===== src/rtl/colour_bbox_detector.sv =====
// Colour-threshold bounding-box detector for the blurred RGB video stream.
// Optional build macro: DETECT_HIGHLIGHT_EN (paints matching pixels magenta on the passthrough).
module colour_bbox_detector #(
    parameter int IMAGE_W    = 640,
    parameter int IMAGE_H    = 480,
    parameter int MIN_PIXELS = 64,
    parameter int CNT_W      = 20
) (
    input  logic             clk,
    input  logic             reset_n,
    input  logic [7:0]       red,
    input  logic [7:0]       green,
    input  logic [7:0]       blue,
    input  logic             in_valid,
    input  logic             sop,
    input  logic             eop,
    input  logic             packet_video,
    input  logic [7:0]       r_min,
    input  logic [7:0]       r_max,
    input  logic [7:0]       g_min,
    input  logic [7:0]       g_max,
    input  logic [7:0]       b_min,
    input  logic [7:0]       b_max,
    output logic [10:0]      bbox_x_min,
    output logic [10:0]      bbox_x_max,
    output logic [10:0]      bbox_y_min,
    output logic [10:0]      bbox_y_max,
    output logic [CNT_W-1:0] match_count,
    output logic             bbox_found,
    output logic             bbox_valid,
    output logic             pix_match,
    output logic [7:0]       red_out,
    output logic [7:0]       green_out,
    output logic [7:0]       blue_out,
    output logic             dbg_state
);

    // Stream handshake: a beat transfers on every clock edge where in_valid is high;
    // there is no backpressure. A sop beat is a header; any other beat is a pixel.
    typedef enum logic {IDLE = 1'b0, ACTIVE = 1'b1} state_t;

    localparam logic [10:0]      X_LAST  = 11'(IMAGE_W - 1);
    localparam logic [10:0]      Y_LAST  = 11'(IMAGE_H - 1);
    localparam logic [CNT_W-1:0] CNT_MAX = '1;
    localparam logic [CNT_W-1:0] MIN_CNT = CNT_W'(MIN_PIXELS);

    state_t            state;
    logic [10:0]       x, y;
    logic [10:0]       xmin, xmax, ymin, ymax;
    logic [CNT_W-1:0]  cnt;

    logic              match;
    logic              pixel_beat;
    logic              frame_end;
    logic [10:0]       nx_xmin, nx_xmax, nx_ymin, nx_ymax;
    logic [CNT_W-1:0]  nx_cnt;
    logic [7:0]        pix_r, pix_g, pix_b;

    assign dbg_state = state;

    // A channel whose min exceeds its max can never satisfy both bounds.
    assign match = (red   >= r_min) && (red   <= r_max) &&
                   (green >= g_min) && (green <= g_max) &&
                   (blue  >= b_min) && (blue  <= b_max);

    assign pixel_beat = in_valid && !sop;
    assign frame_end  = ((x == X_LAST) && (y == Y_LAST)) || eop;

`ifdef DETECT_HIGHLIGHT_EN
    assign pix_r = match ? 8'hFF : red;
    assign pix_g = match ? 8'h00 : green;
    assign pix_b = match ? 8'hFF : blue;
`else
    assign pix_r = red;
    assign pix_g = green;
    assign pix_b = blue;
`endif

    // Accumulators including the current pixel, so frame end can publish them directly.
    always_comb begin
        nx_xmin = xmin;
        nx_xmax = xmax;
        nx_ymin = ymin;
        nx_ymax = ymax;
        nx_cnt  = cnt;
        if (match) begin
            if (x < xmin) nx_xmin = x;
            if (x > xmax) nx_xmax = x;
            if (y < ymin) nx_ymin = y;
            if (y > ymax) nx_ymax = y;
            if (cnt != CNT_MAX) nx_cnt = cnt + 1'b1;
        end
    end

    always_ff @(posedge clk or negedge reset_n) begin
        if (!reset_n) begin
            state       <= IDLE;
            x           <= '0;
            y           <= '0;
            xmin        <= '1;
            xmax        <= '0;
            ymin        <= '1;
            ymax        <= '0;
            cnt         <= '0;
            bbox_x_min  <= '0;
            bbox_x_max  <= '0;
            bbox_y_min  <= '0;
            bbox_y_max  <= '0;
            match_count <= '0;
            bbox_found  <= 1'b0;
            bbox_valid  <= 1'b0;
            pix_match   <= 1'b0;
            red_out     <= '0;
            green_out   <= '0;
            blue_out    <= '0;
        end else begin
            bbox_valid <= 1'b0;

            if (pixel_beat) begin
                pix_match <= match;
                red_out   <= pix_r;
                green_out <= pix_g;
                blue_out  <= pix_b;
            end

            if (in_valid && sop) begin
                // A header always abandons any frame in progress.
                x     <= '0;
                y     <= '0;
                xmin  <= '1;
                xmax  <= '0;
                ymin  <= '1;
                ymax  <= '0;
                cnt   <= '0;
                state <= packet_video ? ACTIVE : IDLE;
            end else if (pixel_beat && state == ACTIVE) begin
                if (frame_end) begin
                    // Empty frames publish zeros rather than the all-ones min sentinels.
                    bbox_x_min  <= (nx_cnt == '0) ? 11'd0 : nx_xmin;
                    bbox_y_min  <= (nx_cnt == '0) ? 11'd0 : nx_ymin;
                    bbox_x_max  <= nx_xmax;
                    bbox_y_max  <= nx_ymax;
                    match_count <= nx_cnt;
                    bbox_found  <= (nx_cnt >= MIN_CNT);
                    bbox_valid  <= 1'b1;
                    state       <= IDLE;
                end else begin
                    xmin <= nx_xmin;
                    xmax <= nx_xmax;
                    ymin <= nx_ymin;
                    ymax <= nx_ymax;
                    cnt  <= nx_cnt;
                    if (x == X_LAST) begin
                        x <= '0;
                        y <= y + 11'd1;
                    end else begin
                        x <= x + 11'd1;
                    end
                end
            end
        end
    end

endmodule


===== config.mk =====
export PLATFORM = sky130hd
export DESIGN_NAME = colour_bbox_detector
export DESIGN_NICKNAME = d
export VERILOG_FILES = /design/src/rtl/colour_bbox_detector.sv
export SDC_FILE = /design/constraint.sdc
export NUM_CORES = 1
export LEC_CHECK = 0
export ABC_AREA = 1
export BUFFER_PORTS_ARGS = -buffer_cell sky130_fd_sc_hd__buf_2
export CAP_MARGIN = 20
export CORE_MARGIN = 3
export CORE_UTILIZATION = 55
export CTS_BUF_LIST = sky130_fd_sc_hd__clkbuf_4 sky130_fd_sc_hd__clkbuf_8
export CTS_CLUSTER_DIAMETER = 80
export CTS_CLUSTER_SIZE = 10
export DETAILED_ROUTE_END_ITERATION = 6
export GPL_TIMING_DRIVEN = 0
export PLACE_DENSITY = 0.86
export SLEW_MARGIN = 20
export SYNTH_ARGS = -nofsm -noshare
export SYNTH_HDL_FRONTEND = slang
export SYNTH_SLANG_ARGS = --single-unit

===== constraint.sdc =====
create_clock -name clk -period 6.8 [get_ports clk]
set_clock_uncertainty 0.05 [all_clocks]
set_input_delay 1.36 -clock clk [delete_from_list [all_inputs] [get_ports clk]]
set_output_delay 1.36 -clock clk [all_outputs]
set_load 0.1 [all_outputs]

**Yosys cells after proc, flatten, opt, wreduce, memory -nomap -nowiden**

Cells that the tools add are included.

- Word-level logic and storage cells: 99
- Output and inout bits: 92
- Input port bits: 78
- Register bits after elaboration: 178

- Add/sub/neg operators: 3
- Bitwise logic cells: 1
- Multiplexer cells: 42
- Magnitude comparators: 11
- Reduce and logical (&&, ||, !) cells: 19
- Equal/unequal tests: 4

Operators by type and width:

| operator | count |
|---|---|
| two-way mux 11 bit | 30 |
| two-way mux 20 bit | 5 |
| greater-or-equal comparator 8 bit | 3 |
| less-or-equal comparator 8 bit | 3 |
| adder 11 x 1 -> 11 bit, second input constant | 2 |
| > comparator 11 bit | 2 |
| < comparator 11 bit | 2 |
| adder 20 x 1 -> 20 bit, second input constant | 1 |
| greater-or-equal comparator 20 x 7 -> 1 bit, second input constant | 1 |
| logical NOT 20 bit | 1 |
| inequality test 20 bit, second input constant | 1 |
| == test 11 x 10 -> 1 bit, second input constant | 1 |
| == test 11 x 9 -> 1 bit, second input constant | 1 |
| logical AND 1 bit | 9 |
| two-way mux 1 bit | 7 |
| AND reduction 3 bit | 2 |
| nonzero test 2 bit | 3 |
| AND reduction 2 bit | 2 |
| inequality test 2 x 1 -> 1 bit, second input constant | 1 |
| logical NOT 1 bit | 1 |
| logical OR 1 bit | 1 |
| NOT 1 bit | 1 |

**Logic depth before layout (Yosys ltp)**

- Depth in word-level cells: 10
- Depth in mapped cells: 24
- Gate-level depth less buffers: 22

**Worst setup path after synthesis**

No wires, ideal clock.

- Kind: input to register
- Start: input port g_min[3]
- End: register bbox_x_min[0]
- Stages on the path: 21
- Slack: 3.473 ns
- Path buffers: 2
- Required time: 6.630 ns
- Data arrival time: 3.157 ns
- Setup time: 0.120 ns
- Cells stage by stage: inv_1 > ha_1 > nand2_1 > nor2_1 > nor2_1 > nand2_1 > nand2_1 > nand2_1 > nand2_1 > nor2_2 > nand3_2 > buf_2 > nand2_1 > nand2_1 > nor2_1 > nand2_1 > nor2_2 > nand3_2 > buf_6 > nand2_1 > nand2_1

- Cells in the longest elaborated chain, start to end: 8
- Elaborated cells on any way between the ends: 9
- Those cells by class: 1 x order compare; 3 x mux; 5 x reduce/logical

Ends and longest elaborated chain:

| what | line | source |
|---|---|---|
| from (decl) | 20 | `input logic [7:0] g_min,` |
| greater-or-equal comparator 8 bit (*) | 63 | `(green >= g_min) && (green <= g_max) &&` |
| logical AND 1 bit (*) | 62 | `assign match = (red >= r_min) && (red <= r_max) &&` |
| logical AND 1 bit (*) (2 in series) | 63 |  |
| logical AND 1 bit (*) | 64 | `(blue >= b_min) && (blue <= b_max);` |
| two-way mux 20 bit | 86 | `if (match) begin` |
| logical NOT 20 bit | 139 | `bbox_x_min <= (nx_cnt == '0) ? 11'd0 : nx_xmin;` |
| two-way mux 11 bit (*) | 139 |  |
| to (signal assigned) | 139 |  |
| to (decl) | 24 | `output logic [10:0] bbox_x_min,` |

Mark *: on every way between the ends. The rest lies on a longest branch, timed or not.
A chain may end at the register's enable or synchronous reset.

**Final worst setup path**

- Start: input port red[7]
- End: register bbox_x_min[10]

- Cells in the longest elaborated chain, start to end: 9
- Elaborated cells on any way between the ends: 11
- Those cells by class: 2 x order compare; 3 x mux; 6 x reduce/logical

Ends and longest elaborated chain:

| what | line | source |
|---|---|---|
| from (decl) | 11 | `input logic [7:0] red,` |
| greater-or-equal comparator 8 bit or less-or-equal comparator 8 bit (tied branches) | 62 |  |
| logical AND 1 bit (*) (2 in series) | 62 |  |
| logical AND 1 bit (*) (2 in series) | 63 |  |
| logical AND 1 bit (*) | 64 |  |
| two-way mux 20 bit | 86 |  |
| logical NOT 20 bit | 139 |  |
| two-way mux 11 bit (*) | 139 |  |

Marked as above.

==> impl_metrics.tcl <==
set metrics [dict create \
    crit_type "in2reg" \
    yosysTopAreaCell "dfrtp_1" \
    cap_violations 0 \
    ys_types 42 \
    async_flop_share_pct 100 \
    synth_area_per_cell_um2 7.37 \
    synth_flop_cell "dfrtp_1" \
    rsz0062_at_grt "no" \
    place_hpwl_um 23000 \
    design.core.area_um2 19700 \
    cts_root_buf "clkbuf_8" \
    p_per_area_nw_per_um2 226 \
    netlist.area_leader.share_pct 35.2 \
    clock_sink_count 178 \
    fin_tns_setup_ps 0 \
    grt_max_degree 91 \
    synth_common_cells "nand2_1, inv_1, dfrtp_1, o21ai_0, ha_1" \
    start_util_pct 56.5 \
    arrival_ps 4020 \
    tightest_slew_ps 798 \
    clockBufferDepth 2 \
    cts_tree "built" \
    hold_violations 0 \
    yosysMostFrequentCell "nand2_1" \
    gp_congestion 0.953 \
    critPathRequiredTime_ps 7160 \
    totalWireLength_um 30100 \
    dp_slack_ps 2660 \
    hold_path.class "reg2reg" \
    insertedDiodeCount 0 \
    critical_path.max_fanout 10 \
    drive_gt1_share_pct 16.7 \
    dieHeight_um 148 \
    track_usage_pct 27.9 \
    clkTransAtPathRegs_ps 90 \
    vias_per_cell 5.40 \
    cts-hold-fix-buffers 0 \
    wl_per_cell_um 15.2 \
    p_leak_nw 6.99 \
    syn_to_final_growth_pct 14.3 \
    synth_seq_cells 178 \
    grt_pass1_vias 10500 \
    place_area_um2 12300 \
    timing.fmax_mhz 273 \
    fin_ws_ps 3130 \
    num-nets-final 1865 \
    via_count 10600 \
    num_io_pins 170 \
    antenna_found_initial 0 \
    setup_viol 0 \
    synth_fp_nets 1676 \
    io_buffers 169 \
    synth.area.top_cells "dfrtp_1, nand2_1, ha_1, inv_1, dfstp_2" \
    finalCriticalPeriod_ps 3670 \
    dr.pass1.iters 6 \
    ys_seq_area_share_pct 40.4 \
    std_cell_rows 51 \
    slew_viol_final 0 \
    slew_headroom_pct 46.6 \
    endpoint_kind "flop" \
    overflow 0 \
    syn_inst 1505 \
    ir_drop_mv 0.154 \
    die_x_um 148 \
    fillers 1723 \
    yosysWarnings 0 \
    grt_first_pass_wirelength_um 50300 \
    final_antenna_net_count 0 \
    numCtsBuffers 17 \
    status "finished clean" \
    dieArea_um2 21900 \
    final_cell_area_um2 12700 \
    htree_levels 4 \
    cp-start-kind "input pin" \
    post_cts_buffers 0 \
    period_share_pct 53.9 \
    clock_latency_ps 470 \
    syn_area_um2 11100 \
    remaining_drc_errors 0 \
    post_cts_resized 0 \
    synth-edff-count 0 \
    dr.first_iter.drc_count 916 \
]
[power by group]
part / total, mW / internal, mW / switching (mW) / leakage (nW)
Combinational: 0.973 / 0.154 / 0.819 / 4.46
Sequential: 1.19 / 1.14 / 0.0500 / 2.34
Clock: 0.704 / 0.308 / 0.396 / 0.190
Total: 2.87 / 1.60 / 1.27 / 6.99
[final cells by class]
cell class	instances	area, um2	share of cell area, %
multi-input combinational	1054	5530	43.6
sequential	178	4480	35.3
timing repair buffer	170	883	6.96
inverter	219	822	6.48
tap	265	332	2.61
buffer	54	269	2.12
clock buffer	20	263	2.07
clock inverter	12	109	0.858
[per-stage QoR]
stage	util, %	instances	power (mW)	hold WS (ps)
2_1_floorplan	-	1505	1.97	425
3_3_place_gp	62.5	1939	2.17	401
3_5_place_dp	62.6	1940	2.19	403
4_1_cts	64.5	1972	2.88	427
5_1_grt	64.5	1972	2.99	458
6_report	64.5	1972	2.87	426
[state kept, by name (all words and copies together) (netlist names), 8 cells and up]
register	count
match_count	20
y	11
bbox_y_min	11
bbox_x_max	11
green_out	8
xmin	11
ymax	11
xmax	11
cnt	20
red_out	8
ymin	11
bbox_y_max	11
blue_out	8
bbox_x_min	11
x	11
[worst paths after layout]
path | start | to | slack [ps] | cells after the start
setup / recovery | red[7] | bbox_x_min[10]$_DFFE_PN0P_ | 3130 | 18
hold / removal | blue_out[3]$_DFFE_PN0P_ | blue_out[3]$_DFFE_PN0P_ | 430 | 2
setup reg to reg | cnt[0]$_DFFE_PN0P_ | bbox_x_min[10]$_DFFE_PN0P_ | 3840 | 18
hold reg to reg | blue_out[3]$_DFFE_PN0P_ | blue_out[3]$_DFFE_PN0P_ | 430 | 2
max in group asynchronous | reset_n | xmin[6]$_DFFE_PN1P_ | 4940 | 2
min in group asynchronous | reset_n | match_count[5]$_DFFE_PN0P_ | 840 | 1
[cell usage in the layout (no fill, tap or decap), drive strengths merged]
cell type  instances
o21bai             1
dfstp             22
o22ai             21
a21o               3
o2111ai            4
a22oi             22
nor4               6
nand3             65
clkinvlp           2
a21oi             47
nand4             20
clkbuf            52
nand2            517
o21a               2
o31ai              2
o211ai             2
o21ai            136
bufinv             1
nor2              88
buf              192
inv              221
nor3              15
or2                3
xor2               5
a31oi              1
clkinv             7
ha                93
dfrtp            156
xnor2              1
[cells by family after synthesis]
group	after synthesis	share of synthesized area, %
compound gates	241	12.4
fa+ha+maj	93	10.5
xor+xnor	6	0.474
flops	178	40.4
simple gates	714	26.4
buf+inv	273	9.83
[worst max-delay path, stage by stage]
cell and delay, ps:
buf_2 120, ha_1 290, nand2_1 80, nor2_1 160, nand4_1 100, nand2_1 120
nand3_1 100, nor2_1 470, buf_4 290, nand3_1 90, nand2_1 120, nor2_1 50
nand2_1 100, nor2_1 60, nand3_2 140, buf_6 170, nand2_1 120, nand2_1 70
[per-layer routing]
metal  track usage (%)  vias up  part of all wire, %
met4              11.0        0                  3.3
met3              5.18       74                  7.8
met2              46.2      440                   47
met1              36.7     4927                   42
met5                 0        -                    0
li1                  -     5205                    -
Power figures use the tool's default switching activity.
